File: src/rtl/fpmul_arb_pkg.sv
// Shared types and constants for the fpmul_arbiter slice: word width,
// requester count, latency bound and the in-flight tag record.
package fpmul_arb_pkg;

  localparam int WORD_W  = 32;
  localparam int N_REQ   = 2;
  localparam int LAT_MAX = 16;

  typedef struct packed {
    logic valid;
    logic id;
  } tag_t;

  function automatic tag_t make_tag(input logic valid, input logic id);
    tag_t t;
    t.valid = valid;
    t.id    = id;
    return t;
  endfunction

endpackage

File: src/rtl/fpmul_arb_tagpipe.sv
// LAT-stage shift register of ownership tags, kept in step with the multiplier
// pipeline; exposes the output-stage tag and an any-stage-valid flag.
module fpmul_arb_tagpipe
  import fpmul_arb_pkg::*;
#(
  parameter int LAT = 4
)
(
  input  logic clk_i,
  input  logic rst_ni,
  input  tag_t tag_i,
  output tag_t tag_o,
  output logic any_valid_o
);

  tag_t stage_q [LAT];
  tag_t stage_d [LAT];

  always_comb begin
    stage_d[0] = tag_i;
    for (int i = 1; i < LAT; i++) begin
      stage_d[i] = stage_q[i-1];
    end
  end

  always_ff @(posedge clk_i or negedge rst_ni) begin
    if (!rst_ni) begin
      for (int i = 0; i < LAT; i++) begin
        stage_q[i] <= make_tag(1'b0, 1'b0);
      end
    end else begin
      for (int i = 0; i < LAT; i++) begin
        stage_q[i] <= stage_d[i];
      end
    end
  end

  always_comb begin
    any_valid_o = 1'b0;
    for (int i = 0; i < LAT; i++) begin
      any_valid_o = any_valid_o | stage_q[i].valid;
    end
  end

  assign tag_o = stage_q[LAT-1];

endmodule

File: src/rtl/fpmul_arbiter.sv
// Two-requester front end sharing one pipelined FP multiplier; results are
// routed back by tag. Define FPMUL_ARB_RR_EN for round-robin, else requester 0 wins.
module fpmul_arbiter
  import fpmul_arb_pkg::*;
#(
  parameter int LAT = 4
)
(
  input  logic              CLK,
  input  logic              RST_n,
  input  logic              REQ0_VALID,
  input  logic [WORD_W-1:0] REQ0_A,
  input  logic [WORD_W-1:0] REQ0_B,
  output logic              REQ0_READY,
  input  logic              REQ1_VALID,
  input  logic [WORD_W-1:0] REQ1_A,
  input  logic [WORD_W-1:0] REQ1_B,
  output logic              REQ1_READY,
  input  logic              HALT,
  output logic [WORD_W-1:0] MUL_A,
  output logic [WORD_W-1:0] MUL_B,
  input  logic [WORD_W-1:0] MUL_Z,
  output logic              RSP0_VALID,
  output logic [WORD_W-1:0] RSP0_Z,
  output logic              RSP1_VALID,
  output logic [WORD_W-1:0] RSP1_Z,
  output logic              BUSY
);

  if (LAT < 1 || LAT > LAT_MAX) begin : g_bad_lat
    $error("fpmul_arbiter: LAT out of range 1..16");
  end

  logic              gnt0_s, gnt1_s, prio_s;
  logic [WORD_W-1:0] mul_a_q, mul_a_d, mul_b_q, mul_b_d;
  tag_t              issue_q, issue_d, tag_out_s;
  logic              pipe_busy_s;
  logic [N_REQ-1:0]  rsp_valid_q, rsp_valid_d;
  logic [WORD_W-1:0] rsp_z_q [N_REQ];
  logic [WORD_W-1:0] rsp_z_d [N_REQ];

`ifdef FPMUL_ARB_RR_EN
  logic prio_q, prio_d;

  // After each transfer the requester that lost gets priority next time.
  always_comb begin
    prio_d = prio_q;
    if (gnt0_s) begin
      prio_d = 1'b1;
    end else if (gnt1_s) begin
      prio_d = 1'b0;
    end else begin
      prio_d = prio_q;
    end
  end

  always_ff @(posedge CLK or negedge RST_n) begin
    if (!RST_n) begin
      prio_q <= 1'b0;
    end else begin
      prio_q <= prio_d;
    end
  end

  assign prio_s = prio_q;
`else
  assign prio_s = 1'b0;
`endif

  always_comb begin
    gnt0_s = 1'b0;
    gnt1_s = 1'b0;
    if (HALT) begin
      gnt0_s = 1'b0;
      gnt1_s = 1'b0;
    end else if (REQ0_VALID && (!REQ1_VALID || !prio_s)) begin
      gnt0_s = 1'b1;
    end else if (REQ1_VALID) begin
      gnt1_s = 1'b1;
    end else begin
      gnt0_s = 1'b0;
      gnt1_s = 1'b0;
    end
  end

  assign REQ0_READY = gnt0_s;
  assign REQ1_READY = gnt1_s;

  // Operands hold when idle so the multiplier input stays quiet.
  always_comb begin
    mul_a_d = mul_a_q;
    mul_b_d = mul_b_q;
    issue_d = make_tag(1'b0, 1'b0);
    if (gnt0_s) begin
      mul_a_d = REQ0_A;
      mul_b_d = REQ0_B;
      issue_d = make_tag(1'b1, 1'b0);
    end else if (gnt1_s) begin
      mul_a_d = REQ1_A;
      mul_b_d = REQ1_B;
      issue_d = make_tag(1'b1, 1'b1);
    end else begin
      issue_d = make_tag(1'b0, 1'b0);
    end
  end

  always_ff @(posedge CLK or negedge RST_n) begin
    if (!RST_n) begin
      mul_a_q <= '0;
      mul_b_q <= '0;
      issue_q <= make_tag(1'b0, 1'b0);
    end else begin
      mul_a_q <= mul_a_d;
      mul_b_q <= mul_b_d;
      issue_q <= issue_d;
    end
  end

  // issue_q sits beside MUL_A/B, so LAT further stages line up with MUL_Z.
  fpmul_arb_tagpipe #(.LAT(LAT)) u_tagpipe (
    .clk_i       (CLK),
    .rst_ni      (RST_n),
    .tag_i       (issue_q),
    .tag_o       (tag_out_s),
    .any_valid_o (pipe_busy_s)
  );

  always_comb begin
    rsp_valid_d = '0;
    rsp_z_d     = rsp_z_q;
    if (tag_out_s.valid) begin
      rsp_valid_d[tag_out_s.id] = 1'b1;
      rsp_z_d[tag_out_s.id]     = MUL_Z;
    end else begin
      rsp_valid_d = '0;
    end
  end

  always_ff @(posedge CLK or negedge RST_n) begin
    if (!RST_n) begin
      rsp_valid_q <= '0;
      for (int i = 0; i < N_REQ; i++) begin
        rsp_z_q[i] <= '0;
      end
    end else begin
      rsp_valid_q <= rsp_valid_d;
      for (int i = 0; i < N_REQ; i++) begin
        rsp_z_q[i] <= rsp_z_d[i];
      end
    end
  end

  assign MUL_A      = mul_a_q;
  assign MUL_B      = mul_b_q;
  assign RSP0_VALID = rsp_valid_q[0];
  assign RSP1_VALID = rsp_valid_q[1];
  assign RSP0_Z     = rsp_z_q[0];
  assign RSP1_Z     = rsp_z_q[1];
  assign BUSY       = issue_q.valid | pipe_busy_s;

endmodule

File: config.mk
export PLATFORM = sky130hd
export DESIGN_NAME = fpmul_arbiter
export DESIGN_NICKNAME = d
export VERILOG_FILES = /design/src/rtl/fpmul_arb_pkg.sv /design/src/rtl/fpmul_arb_tagpipe.sv /design/src/rtl/fpmul_arbiter.sv
export SDC_FILE = /design/constraint.sdc
export NUM_CORES = 1
export LEC_CHECK = 0
export CAP_MARGIN = 10
export CORE_AREA = 2 2 150 152
export CTS_BUF_LIST = sky130_fd_sc_hd__clkbuf_2 sky130_fd_sc_hd__clkbuf_4 sky130_fd_sc_hd__clkbuf_8
export DETAILED_ROUTE_END_ITERATION = 7
export DIE_AREA = 0 0 152 154
export SLEW_MARGIN = 0
export SYNTH_ARGS = -nofsm -noshare
export SYNTH_HDL_FRONTEND = slang
export SYNTH_HIERARCHICAL = 1
export SYNTH_SLANG_ARGS = --single-unit
File: constraint.sdc
create_clock -name CLK -period 2.4 [get_ports CLK]
set_input_delay 0.24 -clock CLK [delete_from_list [all_inputs] [get_ports CLK]]
set_output_delay 0.24 -clock CLK [all_outputs]
set_load 0.005 [all_outputs]
==> impl_metrics.json <==
{
  "status": "finished, final reports clean",
  "final_util": 0.4627,
  "leakage_nw": 3.864,
  "grt_max_degree": 71,
  "slew_violations": 0,
  "slowest_delay_ns": 0.52,
  "synth.avg_cell_area_um2": 12.83,
  "setup_viol": 0,
  "drcViolationCount": 0,
  "fin_skew_ns": 0.01560,
  "n_antenna_cell": 0,
  "ant_nets": 0,
  "fillCellCount": 1920,
  "worstHoldStart": "HALT",
  "die_w_um": 152,
  "die_area_um2": 23410,
  "netlist_area_um2": 6404,
  "worstPathCellList": "or4_1 -> or2_2 -> dlymetal6s2s_1",
  "drt_pass1_iterations": 4,
  "slew_headroom": 0.4848,
  "grt_antenna_before_repair": 0,
  "max_freq_mhz": 486.5,
  "first_global_vias": 5603,
  "synth.distinct_cells": 22,
  "cp_top_family": "simple AND/OR/NAND/NOR gates",
  "rsz0062_at_grt": "no",
  "viasPerCell": 4.918,
  "tightest_slew_ns": 0.7729,
  "postSynthNetCount": 664,
  "finalHoldViolCount": 0,
  "crit_arrival_ns": 1.82,
  "p_per_area_nw_per_um2": 675.4,
  "drtIter0Drc": 206,
  "dpl_cell_area_um2": 9632,
  "hold_ws_ns": 0.2042,
  "layout_commonest_cell": "clkdlybuf4s50_1",
  "path_class": "reg -> out",
  "endpoint_kind": "primary output",
  "core_um2": 21690,
  "synth_top_area_cell": "dfrtp_1",
  "synth.area.top_cells": "dfrtp_1 55%, mux2_1 11%, nor3_2 9.7%, o22ai_2 7.8%, nor2_1 3.9%",
  "io_buffers": 297,
  "setup-tns-final_ns": 0,
  "final_nets": 955,
  "gp_congestion": 0.8068,
  "cts_max_path_buffers": 2,
  "cp_slowest_cell": "or4_1",
  "yosysWarnings": 6,
  "synth_cells": 499,
  "cts_buffers": 17,
  "num_rows": 54,
  "clkTransAtPathRegs_ns": 0.10,
  "overflow": 0,
  "insertion_delay_ns": 0.44,
  "drt_wl_total_um": 20360,
  "final_cell_area_um2": 10030,
  "cp-start-kind": "flop",
  "path_max_fanout": 3,
  "critical_path_buf_inv_count": 1,
  "r2r_start": "u_tagpipe/tag_o[0]",
  "hpwl_um": 14460,
  "wire_per_inst_um": 18.80,
  "cts_htree_levels": 4,
  "fin_crit_ns": 2.055,
  "total_power_mw": 6.777,
  "post-route-period-util": 0.8564,
  "vdd_drop_max_mv": 0.2723,
  "drv_cap": 0,
  "io_pins": 298,
  "cts_root_buf": "clkbuf_8",
  "cp.required_ns": 2.16,
  "die_h_um": 154,
  "areaGrowthSynthToFinish_pct": 56.70,
  "synth-seq-cells": 140,
  "setup.worst_path.start": "u_tagpipe/tag_o[1]",
  "cts_tree": "yes",
  "hold_class": "in -> reg",
  "grt_first_pass_wirelength_um": 32240,
  "drive_above_1_share": 0.1993,
  "ys_seq_area_frac": 0.5471,
  "start_util": 0.2953,
  "post-cts-setup-buffers": 0,
  "cts.sinks": 140,
  "yosys.area.top_type_share": 0.5471,
  "via_count": 5326,
  "mostFrequentLayoutCells": "294 x clkdlybuf4s50_1, 140 x dfrtp_1, 66 x nor2_1",
  "grtUsageTotal": 0.1736
}
[path summary, 6_finish.rpt]
| path | end | cells after the start | slack, ns |
|---|---|---|---|
| setup / recovery | BUSY | 3 | 0.34 |
| hold / removal | MUL_A[28] | 3 | 0.20 |
| min in group asynchronous | RSP0_Z[3] | 2 | 0.29 |
| setup reg to reg | RSP0_Z[26] | 3 | 0.94 |
| hold reg to reg | u_tagpipe/stage_d[4] | 0 | 0.36 |
| max in group asynchronous | MUL_A[18] | 3 | 1.34 |
[Yosys cell counts (all sizes together)]
library cell and number:
nor2b 1, buf 32, clkbuf 10, o22ai 63, and2 1, or4 1
dfrtp 140, inv 3, nor3 94, o32ai 17, or2 2, nor2 66
nand2b 3, mux2 64, nand2 1, a21oi 1
[layout make-up]
type	instances	area [µm²]	share of cell area
Clock inverter	14	148.9	0.01484
Clock buffer	18	241.5	0.02406
Multi-Input combinational cell	314	2628	0.2618
Inverter	3	11.26	0.001122
Tap cell	280	350.3	0.03491
Timing Repair Buffer	314	3152	0.3141
Sequential cell	140	3503	0.3491
[worst min-delay path: cells and delay by family]
family / cells / cell delay (ns)
buffers and inverters: 1 / 0.18
AND/OR/NAND/NOR: 2 / 0.18
[what timing repair did]
item                                    4_1_cts  5_1_grt
gates resized for setup                       0        1
endpoints found under the setup margin        0        1
endpoints found under the hold margin        44        0
hold buffers                                  1        0
[state kept, by name, summed over array words and instances (netlist names)]
signal,flops
u_tagpipe/tag_o,2
RSP1_Z,32
issue_q,2
u_tagpipe/stage_d,6
MUL_B,32
rsp_valid_q,2
MUL_A,32
RSP0_Z,32
[stage by stage]
stage          cells  setup WS [ns]
6_report        1083         0.3446
2_1_floorplan    499          1.007
3_5_place_dp    1050         0.4520
5_1_grt         1083         0.2621
3_3_place_gp    1050         0.4891
4_1_cts         1083       0.002829
[layer usage]
metal,vias to the layer above,GRT usage,wire [µm]
met3,25,0.05496,1509
met2,253,0.2786,9555
met4,0,0.06186,401
li1,2410,-,-
met1,2638,0.2213,8889
met5,-,0,0
[power breakdown]
part           total (mW)  switching [mW]  internal [mW]  leakage (nW)
Combinational        1.84           0.651           1.19          2.05
Sequential           3.00           0.265           2.74          1.62
Clock                1.94            1.07          0.873         0.188
[kinds of logic (layout without fill, tap and decap cells)]
group           after synthesis  after routing  synth area share
flops                       140            140            0.5471
mux                          64             64            0.1125
simple gates                169            169            0.1704
compound gates               81             81            0.1247
buf+inv                      45            349           0.04533
(Power assumes the default switching activity.)
